==> src/rtl/maxpool_pkg.sv <==
// rtl/maxpool_pkg.sv - shared pixel type, controller states and 4-way signed max
package maxpool_pkg;

  typedef logic signed [7:0] pix_t;

  localparam pix_t PIX_MIN = 8'sh80;

  typedef enum logic [1:0] {
    IDLE,
    RUN,
    DRAIN
  } state_t;

  function automatic pix_t max4(input pix_t a, input pix_t b, input pix_t c, input pix_t d);
    pix_t m_ab;
    pix_t m_cd;
    m_ab = (a > b) ? a : b;
    m_cd = (c > d) ? c : d;
    return (m_ab > m_cd) ? m_ab : m_cd;
  endfunction

endpackage

==> src/rtl/maxpool_linebuf.sv <==
// rtl/maxpool_linebuf.sv - 2x2 window line buffer: one row plus two pixels of raster history
module maxpool_linebuf
  import maxpool_pkg::*;
#(
  parameter int LENGTH = 28
) (
  input  logic clk,
  input  logic rst_n,
  input  logic data_valid_in,
  input  pix_t data_in,
  output pix_t win_00,
  output pix_t win_01,
  output pix_t win_10,
  output pix_t win_11
);

  localparam int DEPTH = LENGTH + 2;

  pix_t tap_q [DEPTH];
  pix_t tap_d [DEPTH];

  always_comb begin
    tap_d = tap_q;
    if (data_valid_in) begin
      tap_d[0] = data_in;
      for (int i = 1; i < DEPTH; i++) begin
        tap_d[i] = tap_q[i-1];
      end
    end
  end

  always_ff @(posedge clk) begin
    if (!rst_n) begin
      for (int i = 0; i < DEPTH; i++) begin
        tap_q[i] <= PIX_MIN;
      end
    end else begin
      tap_q <= tap_d;
    end
  end

  // Tap k holds the pixel k positions back in raster order; LENGTH back is one row up.
  assign win_11 = tap_q[0];
  assign win_10 = tap_q[1];
  assign win_01 = tap_q[LENGTH];
  assign win_00 = tap_q[LENGTH+1];

endmodule

==> src/rtl/maxpool_ctrl.sv <==
// rtl/maxpool_ctrl.sv - frame controller for 2x2 stride-2 signed 8-bit max pooling
module maxpool_ctrl
  import maxpool_pkg::*;
#(
  parameter int WIDTH  = 28,
  parameter int HEIGHT = 28
) (
  input  logic clk,
  input  logic rst_n,
  input  logic start,
  input  logic in_valid,
  output logic in_ready,
  input  pix_t pixel_in,
  output logic out_valid,
  input  logic out_ready,
  output pix_t pool_out,
  output logic out_last,
  output logic busy,
  output logic done
);

  localparam int CW = $clog2(WIDTH);
  localparam int RW = $clog2(HEIGHT);
  localparam logic [CW-1:0] COL_LAST = CW'(WIDTH - 1);
  localparam logic [RW-1:0] ROW_LAST = RW'(HEIGHT - 1);

  state_t        state_q, state_d;
  logic [CW-1:0] col_q, col_d;
  logic [RW-1:0] row_q, row_d;
  logic          pend_q, pend_d;
  logic          out_valid_q, out_valid_d;
  pix_t          pool_q, pool_d;
  logic          last_q, last_d;
  logic          done_q, done_d;

  logic accept;
  logic col_wrap;
  logic out_hs;
  pix_t win_00, win_01, win_10, win_11;

  assign in_ready = (state_q == RUN) & !pend_q & !(out_valid_q & !out_ready);
  assign accept   = in_valid & in_ready;
  assign col_wrap = (col_q == COL_LAST);
  assign out_hs   = out_valid_q & out_ready;

  maxpool_linebuf #(
    .LENGTH(WIDTH)
  ) u_linebuf (
    .clk          (clk),
    .rst_n        (rst_n),
    .data_valid_in(accept),
    .data_in      (pixel_in),
    .win_00       (win_00),
    .win_01       (win_01),
    .win_10       (win_10),
    .win_11       (win_11)
  );

  always_comb begin
    state_d     = state_q;
    col_d       = col_q;
    row_d       = row_q;
    pend_d      = accept & row_q[0] & col_q[0];
    out_valid_d = out_valid_q;
    pool_d      = pool_q;
    last_d      = last_q;
    done_d      = 1'b0;

    case (state_q)
      IDLE: begin
        if (start) begin
          state_d = RUN;
          col_d   = '0;
          row_d   = '0;
        end
      end
      RUN: begin
        if (accept) begin
          col_d = col_wrap ? '0 : col_q + CW'(1);
          if (col_wrap) begin
            row_d = (row_q == ROW_LAST) ? '0 : row_q + RW'(1);
            if (row_q == ROW_LAST) begin
              state_d = DRAIN;
            end
          end
        end
      end
      DRAIN: begin
        if (out_hs && last_q) begin
          state_d = IDLE;
          done_d  = 1'b1;
        end
      end
      default: state_d = IDLE;
    endcase

    // The final window always completes on the accept that enters DRAIN.
    if (pend_q) begin
      out_valid_d = 1'b1;
      pool_d      = max4(win_00, win_01, win_10, win_11);
      last_d      = (state_q == DRAIN);
    end else if (out_hs) begin
      out_valid_d = 1'b0;
      last_d      = 1'b0;
    end
  end

  always_ff @(posedge clk) begin
    if (!rst_n) begin
      state_q     <= IDLE;
      col_q       <= '0;
      row_q       <= '0;
      pend_q      <= 1'b0;
      out_valid_q <= 1'b0;
      pool_q      <= PIX_MIN;
      last_q      <= 1'b0;
      done_q      <= 1'b0;
    end else begin
      state_q     <= state_d;
      col_q       <= col_d;
      row_q       <= row_d;
      pend_q      <= pend_d;
      out_valid_q <= out_valid_d;
      pool_q      <= pool_d;
      last_q      <= last_d;
      done_q      <= done_d;
    end
  end

  assign out_valid = out_valid_q;
  assign pool_out  = pool_q;
  assign out_last  = last_q;
  assign busy      = (state_q == RUN) | (state_q == DRAIN);
  assign done      = done_q;

endmodule
==> config.mk <==
export PLATFORM = sky130hd
export DESIGN_NAME = maxpool_ctrl
export DESIGN_NICKNAME = d
export VERILOG_FILES = /design/src/rtl/maxpool_pkg.sv /design/src/rtl/maxpool_linebuf.sv /design/src/rtl/maxpool_ctrl.sv
export SDC_FILE = /design/constraint.sdc
export NUM_CORES = 1
export LEC_CHECK = 0
export CAP_MARGIN = 15
export CORE_MARGIN = 1
export CORE_UTILIZATION = 55
export DETAILED_ROUTE_END_ITERATION = 10
export PLACE_DENSITY_LB_ADDON = 0.1
export SLEW_MARGIN = 10
export SYNTH_ARGS = -nofsm -noshare
export SYNTH_HDL_FRONTEND = slang
export SYNTH_SLANG_ARGS = --single-unit
==> constraint.sdc <==
create_clock -name clk -period 4.3 [get_ports clk]
set_clock_uncertainty 0.05 [all_clocks]
set_input_delay 1.075 -clock clk [delete_from_list [all_inputs] [get_ports clk]]
set_output_delay 1.075 -clock clk [all_outputs]
set_load 0.01 [all_outputs]
==> impl_metrics.tcl <==
set metrics [dict create \
    status "complete, no violations" \
    gr-usage-met2_pct 34.7 \
    leakage_nw 4.22 \
    die_w_um 142 \
    routedWlPerCell_um 12.4 \
    synth_ff_type "dfxtp_1" \
    end_kind "flop" \
    drc 0 \
    grt_pass1_vias 7491 \
    synth_xor_area_share_pct 0.323 \
    final_util_pct 63.6 \
    fill_cells 1741 \
    synthesis.instances 1304 \
    min_period_ns 3.83 \
    setup-violations-final 0 \
    cts_setup_buffers 0 \
    drv_cap 0 \
    syn_avg_cell_area_um2 8.31 \
    timing.rr.end "pool_out[3]" \
    netlist.area_leader.share_pct 48.7 \
    fin_cells 1558 \
    firstDrtPassIters 5 \
    antenna_found_initial 0 \
    io_buffer_count 25 \
    cts_inserted_buffers 28 \
    routed_wl_um 19300 \
    crit_path_max_fanout 10 \
    post_dp_cell_area_um2 11200 \
    nets 1319 \
    synth.area.top_cells "dfxtp_1 (49%), nand2_1 (17%), a21boi_0 (15%)" \
    placed_cells 1507 \
    cts_buffer_depth 3 \
    vias 8057 \
    cts-root-buf "clkbuf_16" \
    drive_above_1_share_pct 5.39 \
    track_usage_pct 19.9 \
    fin_ws_ns 0.472 \
    finalPower_mw 6.07 \
    arrival_ns 4.14 \
    rows 50 \
    r2r-start "u_linebuf.win_01[6]" \
    pin_count 26 \
    whs_ns 0.401 \
    tightest_slew_ns 0.799 \
    met1_usage_pct 25.4 \
    r2r_slack_ns 0.47 \
    ys_types 51 \
    die_h_um 142 \
    synth_top_family_by_area "simple AND/OR/NAND/NOR gates" \
    required_ns 4.61 \
    area_growth_pct 11.5 \
    yosysMostFrequentCell "nand2_1" \
    fin_crit_sh_pct 89.0 \
    startpoint_type "flop" \
    clk_latency_ns 0.52 \
    start_util_pct 57.0 \
    yosysWarnings 0 \
    gr-usage-met3_pct 2.83 \
    hold_depth 2 \
    n_antenna_cell 0 \
    fin_area_um2 12100 \
    rsz0062_at_grt "false" \
    synth_adder_area_share_pct 3.35 \
    hp-class "reg -> reg" \
    drt-initial-drc-count 462 \
    worstSetupStartpoint "u_linebuf.win_01[6]" \
    pre_cts_slack_ns 0.524 \
    grt_pass1_wl_um 33900 \
    synth-simple-area-share_pct 22.7 \
    synth_top_area_cell "dfxtp_1" \
    slew_headroom_pct 46.7 \
    cts.sinks 264 \
    power.density_nw_per_um2 502 \
    synth-compound-area-share_pct 19.3 \
    r2r_cells 13 \
    cts-resized-gates 0 \
    async_flop_share_pct 0 \
    synth_common_cells "nand2_1 (501), dfxtp_1 (264), a21boi_0 (213), clkbuf_1 (58), inv_1 (33)" \
    htree_levels 1 \
    synth_seq_cells 264 \
    setup_tns_ns 0 \
    syn_area_um2 10800 \
    synthMuxAreaShare_pct 0.923 \
    grt.overflow.total 0 \
    hold_violations 0 \
    critPathKind "reg -> reg" \
    routed_via_density 5.17 \
    ys_seq_area_share_pct 48.7 \
    vdd_drop_max_v 0.000363 \
    hold_start "u_linebuf.tap_q[154]" \
    hold-path-endpoint "u_linebuf.tap_q[146]" \
    cts_tree "done" \
    fmax_mhz 261 \
    die-area_um2 20300 \
    dp_hpwl_um 11400 \
    gp_congestion 0.837 \
    syn_nets 1346 \
    final_max_slew_viol_count 0 \
    detail-route-antenna-nets 0 \
    grt_max_degree 149 \
    busiest_layer "met2" \
    path_clk_slew_ns 0.06 \
    synth_edf_count 0 \
    core_region_area_um2 19000 \
    holdBufCountCts 0 \
]
==> area by class of cell <==
cell class	count	area, um^2	share of cell area, %
clock buffers	36	802	6.64
flip-flops and latches	264	5290	43.7
multi-input cells	917	5060	41.9
repair buffers	33	362	2.99
clock inverters	15	128	1.06
inverters	33	124	1.02
well taps	260	325	2.69
==> flip-flops by register name (all words and copies together) (netlist names), 2 cells and up <==
name / cells
u_linebuf.win_11: 8
u_linebuf.win_00: 8
pool_out: 8
col_q: 5
u_linebuf.win_10: 8
u_linebuf.win_01: 8
row_q: 5
state_q: 2
u_linebuf.tap_q: 208
==> layout by cell type, fill, tap and decap left out, types with 3 or more instances in the layout <==
cell and instances:
clkbuf_16 29, nor3_1 5, a2111oi_0 3, a211oi_1 3, a21oi_1 14, and3_1 8, dfxtp_1 264, clkinv_2 12
nor4_1 7, nand2b_1 4, or3_1 3, ha_1 29, nand2_1 501, o221ai_1 7, buf_4 4, inv_1 33
clkdlybuf4s50_1 24, nor2b_1 10, a211oi_2 7, a21boi_0 213, and2_1 4, buf_12 4, xnor2_1 4, o211ai_1 6
nor2_1 12, mux2i_1 10, nand3_1 31, clkbuf_8 5, o21ai_0 5
==> critical path, stage by stage, from the launching register on <==
cell       delay, ns
dfxtp_1         0.34
inv_1           0.07
ha_1            0.28
and3_1          0.22
a22o_1          0.33
or3_1           0.51
a211oi_2        0.28
inv_1           0.07
ha_1            0.22
nor3_1          0.26
nand2_1         0.08
a2bb2oi_1       0.15
a31oi_1         0.54
o221ai_1        0.25
==> power breakdown <==
part	switching, mW	internal (mW)
clock network	0.942	1.43
registers	0.0462	2.53
logic	0.767	0.361
total	1.76	4.32
==> cells by family after synthesis <==
family          count (synthesis)
buf+inv                       123
simple gates                  600
fa+ha+maj                      29
flops                         264
compound gates                274
mux                            10
xor+xnor                        4
==> how the worst max path moves through the flow <==
stage | cells past startpoint | end
global placement | 13 | pool_out[2]
CTS | 13 | pool_out[3]
global route | 13 | pool_out[1]
floorplan | 15 | pool_out[7]
finish | 13 | pool_out[3]
detailed placement | 13 | pool_out[1]
==> routing by layer <==
metal | share of wire (%) | vias up | wire (um)
li1 | - | 4247 | -
met1 | 49 | 3686 | 9460
met2 | 46 | 97 | 8910
met3 | 3.0 | 27 | 572
met4 | 1.8 | 0 | 355
met5 | 0 | - | 0
Power figures use the tool's default switching activity.
